===== config.mk =====
export PLATFORM = sky130hd
export DESIGN_NAME = control_reg
export DESIGN_NICKNAME = d
export VERILOG_FILES = /design/src/rtl/rv32i_pkg.sv /design/src/rtl/register_file.sv /design/src/rtl/control_reg.sv
export SDC_FILE = /design/constraint.sdc
export NUM_CORES = 2
export LEC_CHECK = 0
export CAP_MARGIN = 20
export CORE_ASPECT_RATIO = 1.1
export CORE_UTILIZATION = 45
export DETAILED_ROUTE_END_ITERATION = 16
export GPL_TIMING_DRIVEN = 0
export HOLD_SLACK_MARGIN = 0.03
export PLACE_DENSITY = 0.67
export SLEW_MARGIN = 10
export SYNTH_ARGS = -nofsm -noshare
export SYNTH_HDL_FRONTEND = slang
export SYNTH_HIERARCHICAL = 1
export SYNTH_SLANG_ARGS = --single-unit

===== constraint.sdc =====
create_clock -name clk -period 2.4 [get_ports clk]
set_input_delay 0.24 -clock clk [delete_from_list [all_inputs] [get_ports clk]]
set_output_delay 0.24 -clock clk [all_outputs]
set_load 0.01 [all_outputs]

===== src/rtl/rv32i_pkg.sv =====
// Shared RV32I definitions: data width and the base opcode map.
package rv32i_pkg;

  localparam int XLEN = 32;

  localparam logic [6:0] OP_R      = 7'b0110011;
  localparam logic [6:0] OP_IMM    = 7'b0010011;
  localparam logic [6:0] OP_LOAD   = 7'b0000011;
  localparam logic [6:0] OP_STORE  = 7'b0100011;
  localparam logic [6:0] OP_BRANCH = 7'b1100011;
  localparam logic [6:0] OP_JAL    = 7'b1101111;
  localparam logic [6:0] OP_JALR   = 7'b1100111;
  localparam logic [6:0] OP_LUI    = 7'b0110111;
  localparam logic [6:0] OP_AUIPC  = 7'b0010111;

endpackage


===== src/rtl/register_file.sv =====
// 32 x XLEN integer register file: two combinational read ports, one
// synchronous write port. x0 is hardwired to zero on the read side and
// never written.
module register_file
  import rv32i_pkg::*;
(
  input  logic            clk,
  input  logic            rst,
  input  logic            writeEnable,
  input  logic [4:0]      rd,
  input  logic [XLEN-1:0] reg_write,
  input  logic [4:0]      rs1,
  input  logic [4:0]      rs2,
  output logic [XLEN-1:0] reg1,
  output logic [XLEN-1:0] reg2
);

  logic [XLEN-1:0] regs [32];

  // Reset clears the whole array and wins over a same-edge write.
  always_ff @(posedge clk) begin
    if (rst) begin
      for (int i = 0; i < 32; i++) begin
        regs[i] <= '0;
      end
    end else if (writeEnable && (rd != 5'd0)) begin
      regs[rd] <= reg_write;
    end
  end

  // Reads are unbypassed: a register written this cycle shows its old value.
  always_comb begin
    reg1 = '0;
    reg2 = '0;
    if (rs1 != 5'd0) reg1 = regs[rs1];
    if (rs2 != 5'd0) reg2 = regs[rs2];
  end

endmodule


===== src/rtl/control_reg.sv =====
// Instruction decoder, immediate generator and register file for the
// single-cycle RV32I datapath. Everything except the register writes is
// combinational from the instruction word.
module control_reg
  import rv32i_pkg::*;
(
  input  logic            clk,
  input  logic            rst,
  input  logic [31:0]     instruction,
  input  logic [XLEN-1:0] reg_write,
  input  logic            writeEnable,
  output logic [6:0]      opcode,
  output logic [2:0]      funct3,
  output logic [6:0]      funct7,
  output logic [4:0]      rs1,
  output logic [4:0]      rs2,
  output logic [4:0]      rd,
  output logic [XLEN-1:0] immediate,
  output logic            ALU_source,
  output logic            memToReg,
  output logic            load_pc,
  output logic [XLEN-1:0] reg1,
  output logic [XLEN-1:0] reg2
);

  assign opcode = instruction[6:0];
  assign funct3 = instruction[14:12];
  assign funct7 = instruction[31:25];
  assign rs1    = instruction[19:15];
  assign rs2    = instruction[24:20];
  assign rd     = instruction[11:7];

  // Immediate assembly per instruction format; R-type and unknown give 0.
  // Shift-immediates use the plain I-type field, funct7 resolves SRLI/SRAI.
  always_comb begin
    immediate = '0;
    case (opcode)
      OP_IMM, OP_LOAD, OP_JALR:
        immediate = {{20{instruction[31]}}, instruction[31:20]};
      OP_STORE:
        immediate = {{20{instruction[31]}}, instruction[31:25], instruction[11:7]};
      OP_BRANCH:
        immediate = {{19{instruction[31]}}, instruction[31], instruction[7],
                     instruction[30:25], instruction[11:8], 1'b0};
      OP_LUI, OP_AUIPC:
        immediate = {instruction[31:12], 12'b0};
      OP_JAL:
        immediate = {{11{instruction[31]}}, instruction[31], instruction[19:12],
                     instruction[20], instruction[30:21], 1'b0};
      default:
        immediate = '0;
    endcase
  end

  // Datapath steering flags; everything not listed leaves all three low.
  always_comb begin
    ALU_source = 1'b0;
    memToReg   = 1'b0;
    load_pc    = 1'b0;
    case (opcode)
      OP_IMM, OP_STORE, OP_LUI, OP_AUIPC: ALU_source = 1'b1;
      OP_LOAD: begin
        ALU_source = 1'b1;
        memToReg   = 1'b1;
      end
      OP_JALR: begin
        ALU_source = 1'b1;
        load_pc    = 1'b1;
      end
      OP_JAL: load_pc = 1'b1;
      default: ;
    endcase
  end

  register_file u_register_file (
    .clk         (clk),
    .rst         (rst),
    .writeEnable (writeEnable),
    .rd          (rd),
    .reg_write   (reg_write),
    .rs1         (rs1),
    .rs2         (rs2),
    .reg1        (reg1),
    .reg2        (reg2)
  );

endmodule


Word level (Yosys, flattened, before mapping)
Memories as Yosys holds them, arrays and structs flattened.
Cells that the tools add are included.
Storage, ports and cells
  bits in registers: 0
  bits in writable memories: 1024
  word-level logic and storage cells: 32
  memories kept: 1
Operators by class
  equality and inequality tests: 8
  muxes and demuxes: 14
  reduce and logical (&&, ||, !) cells: 9
Memory list
  u_register_file.regs: words 32, bits a word 32, rd ports 2, clocked after Yosys merged registers in 0, write ports 32, RTL line register_file.sv:18  | logic [XLEN-1:0] regs [32];
Operator list (number)
  $pmux W32 S5: 1
  $mux W32: 3
  $reduce_or A32 Y1: 1
  $eq A7 B7 Y1 const B: 3
  $reduce_bool A5 Y1: 3
  $eq A7 B5 Y1 const B: 2
  $eq A7 B6 Y1 const B: 2
  $mux W1: 9
  $eq A7 B2 Y1 const B: 1
  $reduce_or A6 Y1: 1
  $mux W5: 1
  $reduce_or A2 Y1: 2
  $reduce_or A3 Y1: 1
  $logic_and A1 B1 Y1: 1

Logic depth before layout (Yosys ltp)
  depth in word-level cells: 7
  mapped depth: 9
  depth with buffers taken out: 4

Cells and area by module
The synthesis kept the hierarchy.
By module, submodules not included
  register_file: instances 1, cells each 3502, area an instance 54232.0 um^2, seq. area each 30749.5 um^2
  control_reg: instances 1, cells each 99, area an instance 753.2 um^2, seq. area each 0.0 um^2

Worst setup path before layout
OpenSTA, ideal clock, no wires.
  path type: in2reg
  start point: input port instruction[8]
  end point: memory u_register_file.regs[12][0] (enable)
  arrival: 1.786 ns
  data required time: 2.025 ns
  path slack: 0.239 ns
  stages: 4
  cells stage by stage: or4b_2 > clkbuf_1 > nor2_1 > or2_2
RTL lines
  start: declaration: RTL line control_reg.sv:9  | input logic [31:0] instruction,
  end: declaration: RTL line register_file.sv:18

==> flow_metrics.py <==
metrics = {
    "worst_hold_path": {
        "holdCritPathClass": "in2reg",
        "holdPathEnd": "u_register_file/regs[5][24]",
        "hp-start": "reg_write[24]",
        "holdPathStages": 2,
    },
    "place": {
        "routabilityCongestion": 0.987,
        "placedCellCount": 5496,
        "port_buffers": 197,
        "hpwl_um": 152000,
    },
    "run_status": {
        "failed_checks": "setup timing",
        "status": "complete, but fails checks",
    },
    "cts": {
        "cts_tree": "built",
        "clk_pin_slew_ns": 0.06,
        "cts_buffer_depth": 3,
        "cts.sinks": 1024,
        "ctsHtreeMaxLevel": 3,
        "cts_buffers": 104,
        "cts_root_buffer": "clkbuf_16",
    },
    "die": {
        "core_um2": 121000,
        "ios": 198,
        "dieArea_um2": 124000,
        "initial_core_util": 0.454,
        "fp.dieH_um": 369,
        "rows": 134,
        "die_w_um": 335,
    },
    "grt": {
        "grt_pass1_wl_um": 306000,
        "grtUsageTotal": 0.366,
        "grt_pass1_vias": 38272,
        "grt_max_degree": 33,
        "antenna_found_initial": 9,
        "overflow": 0,
    },
    "worst_setup_path": {
        "cp_slowest_cell": "a2111oi_4",
        "cp_max_fo": 2,
        "cp-end-kind": "primary output",
        "cpPeakStageDelay_ns": 0.66,
        "critPathRequiredTime_ns": 2.16,
        "arrival_ns": 2.89,
        "critPathLaunchType": "register",
        "worst-setup-path-type": "reg2out",
        "crit_chain": "mux4_2 > a22o_1 > a2111oi_4 > nor3_4 > buf_2",
    },
    "power_and_ir_drop": {
        "combPwrFrac": 0.168,
        "leakage_nw": 24.2,
        "power_mw": 45.2,
        "power_density_nw_per_um2": 662,
        "switchingPower_mw": 12.1,
        "seqPwrFrac": 0.469,
        "power.share.clock": 0.363,
        "switching_share": 0.268,
        "ir_worst_vdd_mv": 0.607,
        "power.internal_mw": 33.1,
    },
    "cells_and_area": {
        "drive_gt1_frac": 0.343,
        "largest_reg_flops": 1024,
        "multiInputGateArea_um2": 24700,
        "top_regs": "u_register_file/regs x1024",
        "fin_nets": 4185,
        "final_common_cell": "edfxtp_1",
        "regMostFlops": "u_register_file/regs",
        "final_cells": 5844,
        "area_delta_synth_final_pct": 24.2,
        "fillers": 9352,
        "seq_area_um2": 30700,
        "layout_common_cells": "edfxtp_1 (1024), and2_1 (994), mux4_2 (472)",
    },
    "job": {
        "cap_violations": 0,
    },
    "synth": {
        "seq_area_frac_synth": 0.559,
        "async_flop_share": 0,
        "netlist_area_um2": 55000,
        "synthCells": 3601,
        "ys_warn_count": 6,
        "ys_ff_latch": 1024,
        "synthFlopType": "edfxtp_1",
        "yosysTopAreaCell": "edfxtp_1",
        "syn_area_per_cell_um2": 15.3,
        "synth_edf_count": 1024,
        "synth_top_area_share": 0.559,
        "netlist_top_cells_area": "edfxtp_1 (56%), mux4_2 (19%), and2_1 (11%)",
        "synth_cell_types": 56,
    },
    "timing": {
        "setup_ws_ns": -0.732,
        "min_period_ns": 3.13,
        "rsz0062_at_grt": "yes",
        "fmax_mhz": 319,
        "setup_viol": 308,
        "max_slew_margin": 0.165,
        "worst_pin_slew_ns": 1.25,
        "period_share": 1.30,
        "slew_violations": 0,
        "hold_viol": 0,
    },
    "drt": {
        "drc": 0,
        "wl_per_cell_um": 38.9,
        "ant_nets": 0,
        "wl_um": 228000,
        "drtIter0Drc": 6914,
        "first_pass_iters": 8,
        "vias": 39752,
        "viasPerCell": 6.80,
    },
}
## power by group through the flow
stage / Clock, mW / Sequential (mW) / Combinational [mW]
global placement: 0 / 21.5 / 5.95
finish: 16.4 / 21.2 / 7.61
floorplan: 0 / 21.3 / 3.33
detailed placement: 0 / 21.5 / 6.11
global route: 17.0 / 21.3 / 7.62
CTS: 16.4 / 21.2 / 7.25
## Yosys cell counts (2+ instances only)
cell type     n
mux2i_1     151
inv_1         4
nand3b_1      5
a21o_1       19
and3_1        3
buf_6        25
buf_4        64
nand3_1       8
edfxtp_1   1024
a211oi_1      7
a2111oi_0    14
a22o_1       55
nor3_1       56
nor2b_1      20
nand2b_1      5
a21oi_1      13
o21ai_0       5
a221o_1       2
a32o_1        4
buf_2        44
buf_1        18
nand4bb_1     2
mux4_2      472
nor4_1        6
clkbuf_1    272
nor4b_1       2
a221oi_1      4
and4b_1       2
nand2_1      11
a2111oi_1    41
nor2_1       39
mux2_2       30
or3_1         2
nand4b_1      2
and3b_1       2
or3b_2        4
and2_1      996
a22oi_1      16
o22ai_1     103
or2_2        33
## per-stage QoR
| stage | setup TNS [ns] | hold slack [ns] | instance area (um^2) | worst slack [ns] | util |
|---|---|---|---|---|---|
| 3_3_place_gp | -2210.59 | 1.02 | 59100 | -3.52 | 0.488 |
| 6_report | -38.32 | 0.271 | 68300 | -0.732 | 0.564 |
| 3_5_place_dp | -1956.87 | 1.02 | 59700 | -3.10 | 0.493 |
| 4_1_cts | -29.11 | 0.268 | 67900 | -0.729 | 0.560 |
| 2_1_floorplan | 0 | 0.438 | 55100 | 0.239 | - |
| 5_1_grt | -29.63 | 0.292 | 68300 | -0.712 | 0.563 |
## critical path, delay by kind of cell, from the launching register on
family	cells	cell delay (ns)
AO/OA/AOI/OAI	2	0.92
multiplexers	1	0.49
AND/OR/NAND/NOR	1	0.17
buffers and inverters	1	0.19
flip-flops	1	0.40
## routing by layer
layer | GRT usage | wire length [um]
met1 | 0.453 | 75500
met2 | 0.525 | 96000
met3 | 0.128 | 34500
met4 | 0.280 | 21600
met5 | 0 | 27
## layout make-up
class	count	area share
buffer	414	0.0511
clock inverter	69	0.00930
multi-input combinational	2191	0.362
sequential	1024	0.450
inverter	4	0.000220
antenna	5	0.000183
tap	1632	0.0299
timing repair buffer	379	0.0573
clock buffer	126	0.0399
## kinds of logic (layout without fill, tap and decap cells)
| family | after synthesis | in the layout | synth area share |
|---|---|---|---|
| other | 1 | 37 | 0.0000682 |
| and+or+nand+nor | 1205 | 1215 | 0.135 |
| DFF | 1024 | 1024 | 0.559 |
| AOI/OAI and AO/OA | 291 | 291 | 0.0407 |
| muxes | 653 | 653 | 0.227 |
| buffers and inverters | 427 | 992 | 0.0379 |
## worst max-delay path by stage
stage	startpoint	endpoint	slack, ns	cells after the start
6_report	u_register_file/regs[31][14]	reg1[14]	-0.73	5
2_1_floorplan	instruction[8]	u_register_file/regs[12][0]	0.24	4
3_3_place_gp	instruction[16]	reg1[14]	-3.52	9
3_5_place_dp	instruction[17]	reg1[11]	-3.10	11
5_1_grt	u_register_file/regs[31][14]	reg1[14]	-0.71	5
4_1_cts	u_register_file/regs[31][14]	reg1[14]	-0.73	5
## timing repair
| item | CTS | global route |
|---|---|---|
| resized for setup | 1151 | 105 |
| gates cloned | 18 | 1 |
| buffers inserted | 119 | 20 |
| hold buffers | 0 | 0 |
| pin swaps | 158 | 61 |
| setup endpoints to repair | 1507 | 803 |
Note: power is estimated with default switching activity, not from simulation.
